### src/rtl/write_buf_pkg.sv
`default_nettype none
// ============================================================================
// Module   : write_buf_pkg
// Purpose  : Shared constants and types for the conv buffer write controller.
//            The bank/width defaults track the CNN_defines.vh macros used by
//            the conv read path, so both sides agree on the bank layout.
// Contents : *_DEF parameter defaults, wbuf_state_e FSM encoding.
// Revision : 1.0 - initial release
// ============================================================================
package write_buf_pkg;

   localparam int BRAM_NUM_DEF        = 16;
   localparam int LOG2_BRAM_NUM_DEF   = 4;
   localparam int LOG2_BRAM_DEPTH_DEF = 10;
   localparam int BASE_TIN_DEF        = 8;
   localparam int MAX_DW_DEF          = 16;

   typedef enum logic [1:0] {
      ST_IDLE = 2'd0,
      ST_RUN  = 2'd1,
      ST_DONE = 2'd2
   } wbuf_state_e;

endpackage : write_buf_pkg
`default_nettype wire

### src/rtl/write_buf_if.sv
`default_nettype none
// ============================================================================
// Module   : write_buf_if
// Purpose  : Command, DMA data stream and logic-memory write-port bundle of
//            write_buf.
// Modports : master - command/data source (loader side)
//            slave  - write_buf itself
// Revision : 1.0 - initial release
// ============================================================================
interface write_buf_if
   import write_buf_pkg::*;
#(
   parameter int BRAM_NUM        = BRAM_NUM_DEF,
   parameter int LOG2_BRAM_NUM   = LOG2_BRAM_NUM_DEF,
   parameter int LOG2_BRAM_DEPTH = LOG2_BRAM_DEPTH_DEF,
   parameter int BASE_TIN        = BASE_TIN_DEF,
   parameter int MAX_DW          = MAX_DW_DEF
) ();
   localparam int LOG2BUF_DEP = LOG2_BRAM_NUM + LOG2_BRAM_DEPTH;
   localparam int BEAT_W      = BASE_TIN * MAX_DW;

   logic [LOG2_BRAM_NUM-1:0]            dat_buf_num;
   logic                                cmd_vld;
   logic                                cmd_rdy;
   logic                                cmd_is_wt;
   logic [LOG2BUF_DEP-1:0]              cmd_addr;
   logic [LOG2BUF_DEP:0]                cmd_len;
   logic                                in_vld;
   logic                                in_rdy;
   logic [BEAT_W-1:0]                   in_dat;
   logic [BRAM_NUM-1:0]                 logic_mem_wr_en;
   logic [BRAM_NUM*LOG2_BRAM_DEPTH-1:0] logic_mem_wr_addr;
   logic [BEAT_W-1:0]                   logic_mem_wr_dat;
   logic                                done;
   logic                                err;

   modport master (
      output dat_buf_num, cmd_vld, cmd_is_wt, cmd_addr, cmd_len, in_vld, in_dat,
      input  cmd_rdy, in_rdy, logic_mem_wr_en, logic_mem_wr_addr,
             logic_mem_wr_dat, done, err
   );

   modport slave (
      input  dat_buf_num, cmd_vld, cmd_is_wt, cmd_addr, cmd_len, in_vld, in_dat,
      output cmd_rdy, in_rdy, logic_mem_wr_en, logic_mem_wr_addr,
             logic_mem_wr_dat, done, err
   );

endinterface : write_buf_if
`default_nettype wire

### src/rtl/write_buf_addr_gen.sv
`default_nettype none
// ============================================================================
// Module   : wbuf_addr_gen
// Purpose  : Address generator for write_buf. Latches region base/limit and
//            start offset on load, counts accepted beats and produces the
//            bank index / in-bank address of the current beat plus an
//            in-region flag.
// Ports    : load/is_wt/dat_buf_num/start_addr - command capture
//            step                               - beat accepted this cycle
//            cnt                                - beats accepted so far
//            bank/bank_addr/in_bound            - target of the current beat
// Revision : 1.0 - initial release
// ============================================================================
module wbuf_addr_gen
   import write_buf_pkg::*;
#(
   parameter int BRAM_NUM        = BRAM_NUM_DEF,
   parameter int LOG2_BRAM_NUM   = LOG2_BRAM_NUM_DEF,
   parameter int LOG2_BRAM_DEPTH = LOG2_BRAM_DEPTH_DEF,
   localparam int LOG2BUF_DEP    = LOG2_BRAM_NUM + LOG2_BRAM_DEPTH
) (
   input  wire logic                       clk,
   input  wire logic                       rst_n,
   input  wire logic                       load,
   input  wire logic                       step,
   input  wire logic                       is_wt,
   input  wire logic [LOG2_BRAM_NUM-1:0]   dat_buf_num,
   input  wire logic [LOG2BUF_DEP-1:0]     start_addr,
   output logic      [LOG2BUF_DEP:0]       cnt,
   output logic      [LOG2_BRAM_NUM-1:0]   bank,
   output logic      [LOG2_BRAM_DEPTH-1:0] bank_addr,
   output logic                            in_bound
);
   // One extra bit so that "one past the last bank" is representable.
   localparam int ABS_W = LOG2BUF_DEP + 1;
   localparam logic [ABS_W-1:0] WT_LIMIT = ABS_W'(BRAM_NUM) << LOG2_BRAM_DEPTH;

   logic [ABS_W-1:0]       base_q,  base_d;
   logic [ABS_W-1:0]       limit_q, limit_d;
   logic [LOG2BUF_DEP-1:0] addr_q,  addr_d;
   logic [ABS_W-1:0]       cnt_q,   cnt_d;
   logic [ABS_W-1:0]       region_edge;
   logic [ABS_W-1:0]       abs_addr;

   // Feature/weight split point in flat beat units.
   assign region_edge = {1'b0, dat_buf_num, {LOG2_BRAM_DEPTH{1'b0}}};

   always_comb begin
      base_d  = base_q;
      limit_d = limit_q;
      addr_d  = addr_q;
      cnt_d   = cnt_q;
      if (load) begin
         base_d  = is_wt ? region_edge : '0;
         limit_d = is_wt ? WT_LIMIT : region_edge;
         addr_d  = start_addr;
         cnt_d   = '0;
      end else if (step) begin
         cnt_d = cnt_q + 1'b1;
      end
   end

   always_ff @(posedge clk or negedge rst_n) begin
      if (!rst_n) begin
         base_q  <= '0;
         limit_q <= '0;
         addr_q  <= '0;
         cnt_q   <= '0;
      end else begin
         base_q  <= base_d;
         limit_q <= limit_d;
         addr_q  <= addr_d;
         cnt_q   <= cnt_d;
      end
   end

   // Sum wraps at ABS_W bits; anything at or above the limit is rejected.
   assign abs_addr  = base_q + {1'b0, addr_q} + cnt_q;
   assign bank      = abs_addr[LOG2BUF_DEP-1:LOG2_BRAM_DEPTH];
   assign bank_addr = abs_addr[LOG2_BRAM_DEPTH-1:0];
   assign in_bound  = abs_addr < limit_q;
   assign cnt       = cnt_q;

endmodule : wbuf_addr_gen
`default_nettype wire

### src/rtl/write_buf.sv
`default_nettype none
// ============================================================================
// Module   : write_buf
// Purpose  : Write-side controller of the banked conv on-chip buffer. Accepts
//            a feature/weight transfer command, then writes each DMA beat to
//            the proper logic-memory bank through a registered one-hot write
//            port. Feature region = banks [0, dat_buf_num), weight region =
//            banks [dat_buf_num, BRAM_NUM).
// Ports    : clk, rst_n (async, active-low)
//            bus (write_buf_if.slave) - command, data stream, write port,
//                                       done pulse, sticky err
// Revision : 1.0 - initial release
// ============================================================================
module write_buf
   import write_buf_pkg::*;
#(
   parameter int BRAM_NUM        = BRAM_NUM_DEF,
   parameter int LOG2_BRAM_NUM   = LOG2_BRAM_NUM_DEF,
   parameter int LOG2_BRAM_DEPTH = LOG2_BRAM_DEPTH_DEF,
   parameter int BASE_TIN        = BASE_TIN_DEF,
   parameter int MAX_DW          = MAX_DW_DEF
) (
   input  wire logic  clk,
   input  wire logic  rst_n,
   write_buf_if.slave bus
);
   localparam int LOG2BUF_DEP = LOG2_BRAM_NUM + LOG2_BRAM_DEPTH;
   localparam int BEAT_W      = BASE_TIN * MAX_DW;
   localparam int WA_W        = BRAM_NUM * LOG2_BRAM_DEPTH;

   wbuf_state_e                state_q;
   logic                       done_q;
   logic                       err_q;
   logic [LOG2BUF_DEP:0]       len_q,    len_d;
   logic [BRAM_NUM-1:0]        wr_en_q,  wr_en_d;
   logic [WA_W-1:0]            wr_addr_q, wr_addr_d;
   logic [BEAT_W-1:0]          wr_dat_q, wr_dat_d;

   logic                       cmd_rdy;
   logic                       in_rdy;
   logic                       cmd_accept;
   logic                       beat;
   logic                       last_beat;
   logic                       wr_fire;
   logic [LOG2BUF_DEP:0]       cnt;
   logic [LOG2_BRAM_NUM-1:0]   bank;
   logic [LOG2_BRAM_DEPTH-1:0] bank_addr;
   logic                       in_bound;

   assign cmd_rdy    = (state_q == ST_IDLE);
   assign in_rdy     = (state_q == ST_RUN) && (cnt != len_q);
   assign cmd_accept = bus.cmd_vld && cmd_rdy;
   assign beat       = bus.in_vld && in_rdy;
   assign last_beat  = beat && ((cnt + 1'b1) == len_q);
   // Out-of-region beats are consumed but never reach the memories.
   assign wr_fire    = beat && in_bound;

   wbuf_addr_gen #(
      .BRAM_NUM        (BRAM_NUM),
      .LOG2_BRAM_NUM   (LOG2_BRAM_NUM),
      .LOG2_BRAM_DEPTH (LOG2_BRAM_DEPTH)
   ) u_addr_gen (
      .clk         (clk),
      .rst_n       (rst_n),
      .load        (cmd_accept),
      .step        (beat),
      .is_wt       (bus.cmd_is_wt),
      .dat_buf_num (bus.dat_buf_num),
      .start_addr  (bus.cmd_addr),
      .cnt         (cnt),
      .bank        (bank),
      .bank_addr   (bank_addr),
      .in_bound    (in_bound)
   );

   always_ff @(posedge clk or negedge rst_n) begin
      if (!rst_n) begin
         state_q <= ST_IDLE;
         done_q  <= 1'b0;
         err_q   <= 1'b0;
      end else begin
         case (state_q)
            ST_IDLE: begin
               if (cmd_accept) begin
                  err_q <= 1'b0;
                  if (bus.cmd_len == '0) begin
                     state_q <= ST_DONE;
                     done_q  <= 1'b1;
                  end else begin
                     state_q <= ST_RUN;
                  end
               end
            end
            ST_RUN: begin
               if (beat && !in_bound) begin
                  err_q <= 1'b1;
               end
               if (last_beat) begin
                  state_q <= ST_DONE;
                  done_q  <= 1'b1;
               end
            end
            ST_DONE: begin
               state_q <= ST_IDLE;
               done_q  <= 1'b0;
            end
            default: begin
               state_q <= ST_IDLE;
               done_q  <= 1'b0;
            end
         endcase
      end
   end

   // Per-bank decode: only the selected bank sees a non-zero address.
   for (genvar i = 0; i < BRAM_NUM; i++) begin : g_bank
      logic sel;
      assign sel          = wr_fire && (bank == LOG2_BRAM_NUM'(i));
      assign wr_en_d[i]   = sel;
      assign wr_addr_d[i*LOG2_BRAM_DEPTH +: LOG2_BRAM_DEPTH] = sel ? bank_addr : '0;
   end

   always_comb begin
      len_d    = len_q;
      wr_dat_d = wr_dat_q;
      if (cmd_accept) begin
         len_d = bus.cmd_len;
      end
      if (wr_fire) begin
         wr_dat_d = bus.in_dat;
      end
   end

   always_ff @(posedge clk or negedge rst_n) begin
      if (!rst_n) begin
         len_q     <= '0;
         wr_en_q   <= '0;
         wr_addr_q <= '0;
         wr_dat_q  <= '0;
      end else begin
         len_q     <= len_d;
         wr_en_q   <= wr_en_d;
         wr_addr_q <= wr_addr_d;
         wr_dat_q  <= wr_dat_d;
      end
   end

   assign bus.cmd_rdy           = cmd_rdy;
   assign bus.in_rdy            = in_rdy;
   assign bus.logic_mem_wr_en   = wr_en_q;
   assign bus.logic_mem_wr_addr = wr_addr_q;
   assign bus.logic_mem_wr_dat  = wr_dat_q;
   assign bus.done              = done_q;
   assign bus.err               = err_q;

endmodule : write_buf
`default_nettype wire

### src/flat_wrapper.sv
// flat-port wrapper written by rule: the top's interface ports become plain ports
module write_buf_flat import write_buf_pkg::*;
#(
   parameter int BRAM_NUM        = BRAM_NUM_DEF,
   parameter int LOG2_BRAM_NUM   = LOG2_BRAM_NUM_DEF,
   parameter int LOG2_BRAM_DEPTH = LOG2_BRAM_DEPTH_DEF,
   parameter int BASE_TIN        = BASE_TIN_DEF,
   parameter int MAX_DW          = MAX_DW_DEF
)
  (clk, rst_n, bus_dat_buf_num, bus_cmd_vld, bus_cmd_is_wt, bus_cmd_addr, bus_cmd_len, bus_in_vld, bus_in_dat, bus_cmd_rdy, bus_in_rdy, bus_logic_mem_wr_en, bus_logic_mem_wr_addr, bus_logic_mem_wr_dat, bus_done, bus_err);
  write_buf_if #(.BRAM_NUM(BRAM_NUM), .LOG2_BRAM_NUM(LOG2_BRAM_NUM), .LOG2_BRAM_DEPTH(LOG2_BRAM_DEPTH), .BASE_TIN(BASE_TIN), .MAX_DW(MAX_DW)) bus_i ();
  input  wire logic clk;
  input  wire logic rst_n;
  input wire logic [$bits(bus_i.dat_buf_num)-1:0] bus_dat_buf_num;
  input wire logic [$bits(bus_i.cmd_vld)-1:0] bus_cmd_vld;
  input wire logic [$bits(bus_i.cmd_is_wt)-1:0] bus_cmd_is_wt;
  input wire logic [$bits(bus_i.cmd_addr)-1:0] bus_cmd_addr;
  input wire logic [$bits(bus_i.cmd_len)-1:0] bus_cmd_len;
  input wire logic [$bits(bus_i.in_vld)-1:0] bus_in_vld;
  input wire logic [$bits(bus_i.in_dat)-1:0] bus_in_dat;
  output wire logic [$bits(bus_i.cmd_rdy)-1:0] bus_cmd_rdy;
  output wire logic [$bits(bus_i.in_rdy)-1:0] bus_in_rdy;
  output wire logic [$bits(bus_i.logic_mem_wr_en)-1:0] bus_logic_mem_wr_en;
  output wire logic [$bits(bus_i.logic_mem_wr_addr)-1:0] bus_logic_mem_wr_addr;
  output wire logic [$bits(bus_i.logic_mem_wr_dat)-1:0] bus_logic_mem_wr_dat;
  output wire logic [$bits(bus_i.done)-1:0] bus_done;
  output wire logic [$bits(bus_i.err)-1:0] bus_err;
  assign bus_i.dat_buf_num = bus_dat_buf_num;
  assign bus_i.cmd_vld = bus_cmd_vld;
  assign bus_i.cmd_is_wt = bus_cmd_is_wt;
  assign bus_i.cmd_addr = bus_cmd_addr;
  assign bus_i.cmd_len = bus_cmd_len;
  assign bus_i.in_vld = bus_in_vld;
  assign bus_i.in_dat = bus_in_dat;
  assign bus_cmd_rdy = bus_i.cmd_rdy;
  assign bus_in_rdy = bus_i.in_rdy;
  assign bus_logic_mem_wr_en = bus_i.logic_mem_wr_en;
  assign bus_logic_mem_wr_addr = bus_i.logic_mem_wr_addr;
  assign bus_logic_mem_wr_dat = bus_i.logic_mem_wr_dat;
  assign bus_done = bus_i.done;
  assign bus_err = bus_i.err;
  write_buf #(.BRAM_NUM(BRAM_NUM), .LOG2_BRAM_NUM(LOG2_BRAM_NUM), .LOG2_BRAM_DEPTH(LOG2_BRAM_DEPTH), .BASE_TIN(BASE_TIN), .MAX_DW(MAX_DW)) u_core (.clk(clk), .rst_n(rst_n), .bus(bus_i));
endmodule
### config.mk
export PLATFORM = sky130hd
export DESIGN_NAME = write_buf_flat
export DESIGN_NICKNAME = d
export VERILOG_FILES = /design/src/rtl/write_buf_pkg.sv /design/src/rtl/write_buf_if.sv /design/src/rtl/write_buf_addr_gen.sv /design/src/rtl/write_buf.sv /design/src/flat_wrapper.sv
export SDC_FILE = /design/constraint.sdc
export NUM_CORES = 1
export LEC_CHECK = 0
export ABC_AREA = 1
export BUFFER_PORTS_ARGS = -buffer_cell sky130_fd_sc_hd__buf_2
export CAP_MARGIN = 20
export CORE_AREA = 5 5 195 197
export CTS_CLUSTER_DIAMETER = 40
export DETAILED_ROUTE_END_ITERATION = 8
export DIE_AREA = 0 0 200 202
export PLACE_DENSITY = 0.71
export SYNTH_ARGS = -nofsm -noshare
export SYNTH_HDL_FRONTEND = slang
export SYNTH_HIERARCHICAL = 1
export SYNTH_SLANG_ARGS = --single-unit
### constraint.sdc
create_clock -name clk -period 4.45 [get_ports clk]
set_clock_uncertainty 0.1 [all_clocks]
set_input_delay 0.6675 -clock clk [delete_from_list [all_inputs] [get_ports clk]]
set_output_delay 0.6675 -clock clk [all_outputs]
set_load 0.01 [all_outputs]
==> qor.yml <==
outcome:
  outcome: "complete, no violations"
critical_path:
  reg2reg_to: "u_core/bus.logic_mem_wr_addr[111]$_DFF_PN0_"
  worst-r2r-cell-count: 16
  cp.arrival_ps: 4520
  required_ps: 4840
  r2r-start: "u_core/u_addr_gen/cnt[11]$_DFFE_PN0P_"
  reg2reg_slack_ps: 320
  critPathKind: "flop to flop"
  worst_setup_path_end_kind: "flop"
  worst-path-max-fanout: 14
  cp-start-kind: "flop"
yosys:
  seq_area_frac_synth: 0.634
  yosys.area.top_type: "dfrtp_1"
  syn_inst: 1540
  ys_types: 38
  yosysWarnings: 6
  synth.cell_area_um2: 14300
  postSynthAreaPerCell_um2: 9.26
  ys_ff_latch: 361
  syn-num-nets: 1740
  yosys-top-cells-area: "dfrtp_1, nand2_1, nor2_1"
  yosys.area.top_type_share: 0.634
clock_network:
  postCtsHoldBufs: 0
  clock_tree.root_cell: "clkbuf_16"
  cts_buffers: 49
  cts.sinks: 361
  postCtsSetupBuffers: 0
  cts_tree: "built"
  max-clock-path-buffers: 3
  htreeDepth: 2
  cts_resized: 0
  clock_latency_ps: 560
  clk_pin_slew_worst_paths_ps: 60
layout:
  multi_input_area_um2: 4490
  drive_gt1_frac: 0.292
  fill_cells: 3234
  final_common_cell: "nand2_1"
  nNetsFinal: 2226
  syn2layout_area_growth_pct: 32.4
  seqCellArea_um2: 9030
  mostFrequentLayoutCells: "nand2_1, buf_2, dfrtp_1, nor2_1, inv_1"
timing:
  hold_viol: 0
  drv_slew: 0
  clock.fmax_ghz: 0.242
  min_period_over_period: 0.927
  fin_tns_setup_ps: 0
  holdWs_ps: 69.2
  setup_viol: 0
  worstMarginPinSlew_ps: 896
  rsz0062_at_grt: "false"
  slew_headroom: 0.403
  period_minus_slack_ps: 4130
grt:
  grt_pass1_wl_mm: 66.8
  grt-ovfl-total: 0
  grt_use_total: 0.209
  antenna_found_initial: 2
  grt_max_degree: 129
  grt_pass1_vias: 12017
pwr:
  clock_power_share: 0.293
  p_int_uw: 8230
  swShare: 0.399
  power.switching_uw: 5460
  combPwrFrac: 0.372
  p_per_area_nw_per_um2: 725
  p_leak_uw: 0.0111
  p_seq_frac: 0.335
  ir_drop_uv: 574
floorplan:
  die_area_um2: 40400
  die_y_um: 202
  initial_core_util: 0.395
  coreArea_um2: 36100
  floorplan.rows: 70
  ioPinCount: 474
  die-width_um: 200
routing:
  vias_per_cell: 4.74
  vias: 12024
  postRouteWirelength_mm: 43.5
  wire_per_inst_um: 17.1
  antenna_left: 0
  drc: 0
  drtIter0Drc: 818
  dr.pass1.iters: 5
min_path:
  hp-class: "input port to asynchronous set/reset pin"
placement:
  dp_hpwl_mm: 31.8
  portBuffers: 473
  gp_congestion: 0.913
flow_run:
  max_cap_viol_count: 0
## cell usage after synthesis (all sizes together)
library cell and instances:
a21oi 21, and2 1, nand4 11, a21o 1, ha 29, xnor2 7
o22ai 4, or2 3, nand3 42, o211a 2, o31ai 1, clkinv 1
o21a 2, nor2 209, nand3b 1, buf 46, fa 5, dfrtp 361
o21ai 29, nor3 19, clkbuf 18, nor4 4, xor2 12, nand2 600
inv 111
## final cells by class
cell class	count	area share
diodes	1	0.000133
clock buffers	62	0.0718
clock inverters	29	0.0195
inverters	112	0.0223
multi-input cells	1003	0.238
flip-flops and latches	361	0.478
well taps	468	0.0310
repair buffers	499	0.139
## how the worst max path moves through the flow
| stage | start | end | slack (ps) | cells past startpoint |
|---|---|---|---|---|
| 5_1_grt | u_core/u_addr_gen/cnt[4]$_DFFE_PN0P_ | u_core/bus.logic_mem_wr_addr[1]$_DFF_PN0_ | 8 | 20 |
| 3_5_place_dp | u_core/u_addr_gen/cnt[10]$_DFFE_PN0P_ | u_core/bus.logic_mem_wr_addr[127]$_DFF_PN0_ | 340 | 18 |
| 2_1_floorplan | u_core/u_addr_gen/cnt[10]$_DFFE_PN0P_ | u_core/bus.logic_mem_wr_dat[10]$_DFFE_PN0P_ | 800 | 19 |
| 3_3_place_gp | u_core/u_addr_gen/cnt[1]$_DFFE_PN0P_ | u_core/bus.logic_mem_wr_addr[72]$_DFF_PN0_ | 550 | 18 |
| 6_report | u_core/u_addr_gen/cnt[11]$_DFFE_PN0P_ | u_core/bus.logic_mem_wr_addr[111]$_DFF_PN0_ | 320 | 16 |
| 4_1_cts | u_core/u_addr_gen/cnt[10]$_DFFE_PN0P_ | u_core/bus.logic_mem_wr_addr[78]$_DFF_PN0_ | 310 | 17 |
## cell families after synthesis
kind of cell    share of synthesized area
simple gates                        0.248
flops                               0.634
buf+inv                            0.0514
compound gates                     0.0228
fa+ha+maj                          0.0325
xor+xnor                           0.0117
## state kept, by name (all words and copies together) (netlist names)
signal / flops
u_core/state_q: 2
u_core/u_addr_gen/cnt: 15
u_core/bus.logic_mem_wr_dat: 128
u_core/len_q: 15
u_core/u_addr_gen/base_q: 4
u_core/u_addr_gen/addr_q: 14
u_core/bus.done: 1
u_core/bus.err: 1
u_core/u_addr_gen/limit_q: 5
u_core/bus.logic_mem_wr_addr: 160
u_core/bus.logic_mem_wr_en: 16
## layer usage
metal / GRT usage / vias up / part of all wire
li1: - / 5697 / -
met1: 0.282 / 5691 / 0.41
met2: 0.337 / 549 / 0.47
met3: 0.0478 / 85 / 0.086
met4: 0.0650 / 2 / 0.029
met5: 0 / - / 0.00025
## worst max-delay path, stage by stage, from the launching register on
cell     delay (ps)
dfrtp_1         470
fa_1            510
ha_1            360
nand2_1         120
o21ai_0         240
nor2_1           70
nand3_1          80
xor2_1          220
ha_1            270
nand2_1          80
o21ai_0          80
a21oi_1         300
nand2_4         110
buf_4           220
nor3_2          240
nand2_1         360
nor2_1          200
## power groups by stage
| stage | registers (uW) | logic [uW] | clock network, uW |
|---|---|---|---|
| 3_3_place_gp | 4610 | 4980 | 0 |
| 3_5_place_dp | 4620 | 5080 | 0 |
| 5_1_grt | 4680 | 5680 | 4260 |
| 6_report | 4590 | 5090 | 4010 |
| 4_1_cts | 4580 | 5120 | 4100 |
| 2_1_floorplan | 4910 | 2790 | 0 |
## stage by stage
| stage | instance area (um2) | worst slack [ps] | power, uW | util | instances |
|---|---|---|---|---|---|
| 2_1_floorplan | 14300 | 800 | 7700 | - | 1540 |
| 3_3_place_gp | 17200 | 551 | 9590 | 0.475 | 2443 |
| 3_5_place_dp | 17200 | 344 | 9710 | 0.475 | 2443 |
| 4_1_cts | 18900 | 314 | 13800 | 0.523 | 2534 |
| 5_1_grt | 18900 | 7.73 | 14600 | 0.523 | 2535 |
| 6_report | 18900 | 323 | 13700 | 0.523 | 2535 |
Note: power is estimated with default switching activity, not from simulation.
